==> src/rtl/fetch_queue.sv <==
// Instruction fetch stage with a small prefetch queue.
// Owns the fetch PC, issues 1-cycle imem reads, buffers {pc, instr}.
module fetch_queue #(
  parameter int PC_W  = 9,
  parameter int INS_W = 32,
  parameter int DEPTH = 4
) (
  input  logic                         clk,
  input  logic                         reset,
  input  logic                         stall,
  input  logic                         redirect,
  input  logic [PC_W-1:0]              redirect_pc,
  output logic                         imem_req,
  output logic [PC_W-1:0]              imem_addr,
  input  logic [INS_W-1:0]             imem_rdata,
  output logic                         out_valid,
  output logic [PC_W-1:0]              out_pc,
  output logic [INS_W-1:0]             out_instr,
  output logic [$clog2(DEPTH+1)-1:0]   count
);

  localparam int AW = $clog2(DEPTH);
  localparam int CW = $clog2(DEPTH+1);

  logic [PC_W-1:0]  r_fetch_pc;
  logic [PC_W-1:0]  r_pc_mem  [DEPTH];
  logic [INS_W-1:0] r_ins_mem [DEPTH];
  logic [AW-1:0]    r_head;
  logic [AW-1:0]    r_tail;
  logic [CW-1:0]    r_count;
  logic             r_inflight;
  logic [PC_W-1:0]  r_inflight_pc;

  logic [CW:0]      w_occ;
  logic             w_issue;
  logic             w_push;
  logic             w_pop;
  logic [PC_W-1:0]  w_redir_pc;

  // The in-flight response already owns a slot, so issue never overflows.
  assign w_occ      = {1'b0, r_count} + {{CW{1'b0}}, r_inflight};
  assign w_issue    = !reset && !redirect && (w_occ < (CW+1)'(DEPTH));
  assign w_push     = r_inflight && !redirect && !reset;
  assign w_pop      = out_valid && !stall && !redirect;
  assign w_redir_pc = redirect_pc & ~PC_W'(3);

  assign imem_req   = w_issue;
  assign imem_addr  = r_fetch_pc;
  assign out_valid  = (r_count != '0);
  assign out_pc     = r_pc_mem[r_head];
  assign out_instr  = r_ins_mem[r_head];
  assign count      = r_count;

  // Control state: fetch PC, pointers, occupancy and in-flight tracking.
  always_ff @(posedge clk) begin
    if (reset) begin
      r_fetch_pc    <= '0;
      r_head        <= '0;
      r_tail        <= '0;
      r_count       <= '0;
      r_inflight    <= 1'b0;
      r_inflight_pc <= '0;
    end else if (redirect) begin
      r_fetch_pc    <= w_redir_pc;
      r_head        <= '0;
      r_tail        <= '0;
      r_count       <= '0;
      r_inflight    <= 1'b0;
    end else begin
      r_inflight <= w_issue;
      if (w_issue) begin
        r_inflight_pc <= r_fetch_pc;
        r_fetch_pc    <= r_fetch_pc + PC_W'(4);
      end
      if (w_push) r_tail <= r_tail + AW'(1);
      if (w_pop)  r_head <= r_head + AW'(1);
      case ({w_push, w_pop})
        2'b10:   r_count <= r_count + CW'(1);
        2'b01:   r_count <= r_count - CW'(1);
        default: r_count <= r_count;
      endcase
    end
  end

  // Queue storage: the returning instruction lands at the tail.
  always_ff @(posedge clk) begin
    if (w_push) begin
      r_pc_mem[r_tail]  <= r_inflight_pc;
      r_ins_mem[r_tail] <= imem_rdata;
    end
  end

endmodule
==> config.mk <==
export PLATFORM = sky130hd
export DESIGN_NAME = fetch_queue
export DESIGN_NICKNAME = d
export VERILOG_FILES = /design/src/rtl/fetch_queue.sv
export SDC_FILE = /design/constraint.sdc
export NUM_CORES = 1
export LEC_CHECK = 0
export ABC_AREA = 1
export CAP_MARGIN = 15
export CORE_MARGIN = 3
export CORE_UTILIZATION = 35
export CTS_CLUSTER_SIZE = 16
export DETAILED_ROUTE_END_ITERATION = 10
export PLACE_DENSITY = 0.55
export SYNTH_ARGS = -nofsm -noshare
export SYNTH_HDL_FRONTEND = slang
export SYNTH_SLANG_ARGS = --single-unit
==> constraint.sdc <==
create_clock -name clk -period 6.52 [get_ports clk]
set_clock_uncertainty 0.15 [all_clocks]
set_input_delay 1.304 -clock clk [delete_from_list [all_inputs] [get_ports clk]]
set_output_delay 1.304 -clock clk [all_outputs]
set_load 0.01 [all_outputs]
==> Word-level counts from Yosys, hierarchy flattened <==
Memories as Yosys holds them, arrays and structs flattened. A register that Yosys moved wholly into a read port is not among the register bits.
Index checks and enable logic that the tools add are counted.
{ "classes": {"reduce_logical": 14, "bitwise": 1, "add_sub_neg": 6, "mux": 9, "order_cmp": 1, "eq_ne": 2} }
{ "ops": {"columns": ["cell", "count"], "rows": [
  ["$mux W9", 2],
  ["$add A9 B3 Y9 const B", 1],
  ["$mux W2", 4],
  ["$logic_and A1 B1 Y1", 6],
  ["$pmux W3 S2", 1],
  ["$add A2 B1 Y2 const B", 2],
  ["$add A3 B1 Y4", 1],
  ["$lt A4 B3 Y1 const B", 1],
  ["$reduce_bool A2 Y1", 2],
  ["$add A3 B1 Y3 const B", 1],
  ["$logic_not A1 Y1", 3],
  ["$reduce_bool A3 Y1", 1],
  ["$sub A3 B1 Y3 const B", 1],
  ["$eq A2 B1 Y1 const B", 1],
  ["$eq A2 B2 Y1 const B", 1],
  ["$mux W1", 2],
  ["$reduce_and A2 Y1", 1],
  ["$reduce_or A2 Y1", 1],
  ["$not A1 Y1", 1]
]} }
{ "totals": {"reg_bits": 26, "elab_cells": 42, "mem_count": 2, "ramBits": 164} }
{ "mem_list": {"columns": ["memory", "depth", "word_bits", "rd", "rd_ports_with_merged_regs", "wr", "line_no", "rtl"], "rows": [
  ["r_ins_mem", 4, 32, 1, 1, 1, "27", "logic [INS_W-1:0] r_ins_mem [DEPTH];"],
  ["r_pc_mem", 4, 9, 1, 1, 1, "26", "logic [PC_W-1:0] r_pc_mem [DEPTH];"]
]} }

==> Longest topological paths before layout <==
{ "depth": {"ltp_word": 5, "mapped_depth": 11, "depth_no_buf": 11} }

==> Worst setup path before layout <==
Ideal clock, no wire load.
{ "synth_path": {"kind": "in2reg", "start": "input port redirect", "end": "memory r_ins_mem[0][0] (enable)", "arrival_ps": 3431, "n_path_buf": 1, "path_slack_ps": 2504, "setup_time_ps": 435, "t_required_ps": 5935, "cell_stages": 4, "cell_sequence": "buf_6 nor2_4 nand2_1 nor2_1"} }
{ "synth_between": {"elab_chain_len": 5} }
{ "synth_rtl": {"columns": ["element", "line_no", "rtl"], "rows": [
  ["from (decl)", "11", "input logic redirect,"],
  ["$logic_not A1 Y1", "43", "assign w_push = r_inflight && !redirect && !reset;"],
  ["$logic_and A1 B1 Y1 (2 in series)", "43", null],
  ["$mux W1", "87", "if (w_push) begin"],
  ["$mux W1 (implied by the code)", "89", "r_ins_mem[r_tail] <= imem_rdata;"],
  ["to (decl)", "27", null]
]} }
Every way passes these cells.

==> Worst setup path in the final report <==
{ "layout_path": {"start": "input port redirect", "end": "output port imem_req"} }
{ "layout_between": {"elab_chain_len": 3} }
{ "layout_rtl": {"columns": ["element", "line_no", "rtl"], "rows": [
  ["$logic_not A1 Y1", "42", "assign w_issue = !reset && !redirect && (w_occ < (CW+1)'(DEPTH));"],
  ["$logic_and A1 B1 Y1 (2 in series)", "42", null],
  ["to (decl)", "13", "output logic imem_req,"]
]} }
Every way passes these cells.

==> out/qor.csv <==
metric;value;unit
status;completed;
root buf cell;clkbuf_16;
post-DP HPWL;8700;um
CTS tree;yes;
register area share after synthesis;73.6;%
setup TNS;0;ns
P per Cell Area;280;nW/um^2
ratio of cells with drive above 1 in the final layout;8.46;%
Setup CP Type;in -> out;
WHS Path Cells;2;
Synth top area share;66.8;%
Initial Util;35.8;%
DRT Pass-1 Iters;4;
main area contributors after synthesis;edfxtp_1 (67%), dfxtp_1 (6.8%), o21ai_0 (6.1%);
Commonest cells post-synth;edfxtp_1 (156), nor2_1 (105), o21ai_0 (86);
fin crit period;4.64;ns
Clk pin slew, worst setup/hold paths;0.07;ns
Worst Tran Pin Value;1.03;ns
# diodes;0;
CP Cell Sequence;clkdlybuf4s50_1 -> nor2_4 -> nand2_4 -> nor2_8 -> clkdlybuf4s50_1;
Routed Wire Length;15000;um
Final Wtd Congestion;0.775;
core area;19600;sq um
count leader, synth;edfxtp_1;
Total GRT Usage;14.1;%
Reg2Reg Depth;3;
HP Class;reg -> reg;
Buf/Inv on CP;2;
largest net degree at the start of global routing;80;
antenna violations before repair;0;
Setup Viol. Count Final;0;
CP top delay family;buffers and inverters;
drt first-iter violations;237;
Syn Area/Cell;12.8;sq um
Site Rows;51;
endpoints failing hold;0;
crit start category;primary input;
clk sinks;180;
worst hold slack;0.351;ns
RSZ-0062 raised after global routing;false;
Syn Inst Count;547;
PostCTS Resize Cnt;0;
crit-path max cell delay;0.61;ns
Final nets;689;
slowest CP cell;clkdlybuf4s50_1;
DR vias;4420;
die width;148;um
Critical Path RT;5.07;ns
max-cap violations;0;
# hold bufs at CTS;0;
H-Tree Depth;4;
PortBufs;93;
CP Capture Type;primary output;
VDD IR max;167;uV
Synth cell types;32;
Vias per Instance;4.83;
worst-skew pair later-pin latency;0.42;ns
Post-synth EDFFs;156;
worst path arrival time;3.19;ns
fmax;215;MHz
final worst-path cycle share;71.2;%
DRC;0;
final count of pins violating max slew;0;
first-pass GRT wire length;23600;um
most area-hungry cell type in the Yosys netlist;edfxtp_1;
post-synthesis async set-or-reset flop share;0;%
post-CTS setup buffers;0;
clk buf depth;2;
WP depth;5;
DIE HEIGHT;148;um
Leak;2.99;nW
TritonCTS buffer count;17;
Crit Path Max Fanout;16;
Post-Syn Area;7020;sq um
Worst slew margin;31.4;%
num ports;100;
number of global-route vias before repair;4441;
antenna-violating nets left;0;
die area;21800;sq um
Avg WL per Cell;16.4;um
total gr overflow;0;
Synth Warn #;0;
synthesis-to-layout area growth;26.1;%
most used cell, CP;clkdlybuf4s50_1;
dominant synthesized flop cell;edfxtp_1;
flops & latches, synth;180;
stage by stage:
stage / util, % / power (mW) / cell area [sq um] / std cells / setup slack (ns)
3_3_place_gp: 41.8 / 1.39 / 8200 / 883 / 1.90
6_report: 45.2 / 2.48 / 8850 / 915 / 1.88
5_1_grt: 45.2 / 2.57 / 8850 / 915 / 1.68
2_1_floorplan: - / 1.34 / 7030 / 550 / 2.50
4_1_cts: 45.2 / 2.50 / 8850 / 915 / 1.88
3_5_place_dp: 41.8 / 1.39 / 8200 / 883 / 1.88
report_power, final:
part	switching [mW]	internal, mW
sequential	0.0102	1.26
clock	0.426	0.684
combinational	0.0465	0.0493
total	0.482	2.00
worst register-to-register path: cells and delay by family, from the launching register on:
family                 cells  cell delay (ns)
DFF                        1             0.37
buffers and inverters      1             0.37
and+or+nand+nor            2             1.17
layer usage:
metal | global-route usage [%] | routed length [um] | vias to the layer above
met5 | 0 | 0 | -
met4 | 4.05 | 137 | 0
met3 | 3.99 | 746 | 9
met2 | 23.6 | 7400 | 96
met1 | 17.9 | 6700 | 2161
li1 | - | - | 2154
worst paths after layout:
check	startpoint	slack [ns]	to
worst max register to register	r_inflight	4.14	r_ins_mem[2][22]
worst min-delay path	count[2]	0.35	count[2]
worst max-delay path	redirect	1.88	imem_req
worst min register to register	count[2]	0.35	count[2]
area by class of cell:
class,count,area [sq um]
Clock buffer,17,425
Clock inverter,15,224
Fill cell,1753,10700
Inverter,24,90.1
Multi-Input combinational cell,313,1620
Sequential cell,180,5170
Tap cell,265,332
Timing Repair Buffer,101,991
state kept, by name (all words and copies together), names as in the netlist, named ones only:
register / count
r_tail: 2
r_ins_mem: 128
r_head: 2
r_pc_mem: 28
imem_addr: 7
r_inflight: 1
count: 3
r_inflight_pc: 7
layout by cell type (no fill, tap or decap), drive strengths merged:
| master | netlist | layout |
|---|---|---|
| nor3 | 2 | 2 |
| nand4 | 2 | 2 |
| ha | 6 | 6 |
| clkbuf | 18 | 17 |
| nand2 | 28 | 28 |
| nand3 | 16 | 16 |
| a211oi | 1 | 1 |
| o22ai | 39 | 39 |
| xor2 | 2 | 2 |
| fa | 1 | 1 |
| xnor2 | 1 | 1 |
| a21oi | 9 | 9 |
| clkinvlp | 0 | 1 |
| clkinv | 0 | 4 |
| clkdlybuf4s50 | 0 | 93 |
| bufinv | 0 | 5 |
| or2 | 1 | 1 |
| buf | 15 | 8 |
| dfxtp | 24 | 24 |
| a21boi | 2 | 2 |
| nor3b | 1 | 1 |
| nor2 | 108 | 108 |
| o21bai | 2 | 2 |
| o21ai | 88 | 88 |
| edfxtp | 156 | 156 |
| conb | 1 | 4 |
| inv | 24 | 29 |
logic make-up after synthesis:
kind of cell,after synthesis,synth area share [%]
adder cells (fa/ha/maj),7,1.36
buffers and inverters,57,3.89
flip-flops,180,73.6
other,1,0.0535
AND/OR/NAND/NOR,158,9.56
XOR/XNOR,3,0.375
AO/OA/AOI/OAI,141,11.1
Note: power is estimated with default switching activity, not from simulation.
==> RTL change (same settings) <==
Reset style: asynchronous (`reset`), changed in one clocked block.
--- a/src/rtl/fetch_queue.sv
+++ b/src/rtl/fetch_queue.sv
@@ -54,3 +54,3 @@
   // Control state: fetch PC, pointers, occupancy and in-flight tracking.
-  always_ff @(posedge clk) begin
+  always_ff @(posedge clk or posedge reset) begin
     if (reset) begin
Behaviour: differs if reset is asserted again (counterexample within 4 cycles, from zero or initial values and one cycle with reset high); with reset held inactive, the same outputs for 4 cycles.
==> RTL change against the unedited design <==
  * Utilization shrank 0.16 points
  * Critical path type unchanged
  * Worst setup slack lost 0.12 ns
  * Largest power group unchanged
  * Count of clock-buffer cells in the layout grew 1
  * Design area shrank 0.35%
  * Synthesized area is essentially flat
  * Total power shrank 0.47%
  * Sequential cell count shrank 2
  * Routed wire length shrank 0.14%
  * Worst hold slack gained 0.029 ns
  * Fmax shrank 2.5%
  * Critical path depth is the same
==> RTL change: results (changes against the unedited design) <==
Hold path
The hold path endpoint is r_pc_mem[3][3] (was count[2]). The beginning of the worst hold path is r_inflight_pc[3] (was count[2]).

Layout
The final-layout fill cell count is 1763 (was 1753). The share of cells above drive strength 1 is 8.934% (was 8.462%). The number of nets at the end of the flow was 676 (was 689). The design area was 8816 um^2 (was 8847 um^2).

Critical path
The path depth of the worst reg2reg path is 5 (was 3). The worst-case register-to-register setup slack is 4.32 ns (was 4.14 ns). The worst flop-to-flop path endpoint is r_ins_mem[0][29] (was r_ins_mem[2][22]). The stage delay of the slowest cell on the critical path was 0.79 ns (was 0.61 ns).

Global route
The global-route met1 utilization is 17.88% (was 17.85%). The first-pass GRT wire length was 23780 um (was 23630 um). The overall track demand over capacity in global routing is 14.14% (was 14.05%).

Logic synthesis
The fraction of the yosys area taken by sequential cells came to 74.66% (was 73.62%). The number of distinct library cells after synthesis is 29 (was 32). The area share of fa/ha/maj cells after synthesis was 1.178% (was 1.355%). The post-synthesis compound-gate area fraction is 10.44% (was 11.15%).

The proportion of register bits with asynchronous set or reset after synthesis is 12.36% (was 0%). The gate count after technology mapping came to 533 (was 547). Commonest cells post-synth: sky130_fd_sc_hd__edfxtp_1, sky130_fd_sc_hd__nor2_1, sky130_fd_sc_hd__o21ai_0, sky130_fd_sc_hd__nand2_1, sky130_fd_sc_hd__o22ai_1 (was sky130_fd_sc_hd__edfxtp_1, sky130_fd_sc_hd__nor2_1, sky130_fd_sc_hd__o21ai_0, sky130_fd_sc_hd__o22ai_1, sky130_fd_sc_hd__nand2_1).

Detailed routing
The first-pass detailed-route iteration total is 7 (was 4). The routed via count is 4414 (was 4420). The final routed wire length divided by cell count is 16.56 um (was 16.37 um).

Power and ir drop
The leakage power of the design was 3.093 nW (was 2.991 nW). The maximum ir drop on the vdd rail was 0.1730 mV (was 0.1673 mV).

STA
The worst hold margin is 0.3799 ns (was 0.3514 ns).

Placed design
The cell count after placement is 871 (was 883). The final weighted congestion of routability-driven global placement came to 0.7735 (was 0.7751).

Outcome
Outcome: completed (unchanged).
## RTL change: cell types whose count changed in the layout (fill, tap and decap cells not counted), moves of 8 or more
cell	delta
sky130_fd_sc_hd__dfrtp_1	+21
sky130_fd_sc_hd__o21ai_1	+8
sky130_fd_sc_hd__nand2_1	+19
sky130_fd_sc_hd__nor2_1	-17
sky130_fd_sc_hd__dfxtp_1	-23
## RTL change: cell type report
type / instances / share of cell area (%)
inverters: 24 / 1.079
multi-input cells: 303 / 17.68
well taps: 265 / 3.761
clock buffers: 18 / 4.868
repair buffers: 101 / 11.24
flip-flops and latches: 178 / 59.40
clock inverters: 14 / 1.973
## RTL change: routing by layer
| metal | part of all wire (%) | wire length (um) |
|---|---|---|
| met4 | 0.88 | 131 |
| met5 | 0.087 | 13 |
| met2 | 49 | 7303 |
| met3 | 4.9 | 726 |
| met1 | 45 | 6783 |
## RTL change: report_power, final
group          switching, mW  internal (mW)  total [mW]
clock network          0.416          0.609        1.02
registers             0.0209           1.27        1.29
logic                 0.0796         0.0744       0.154
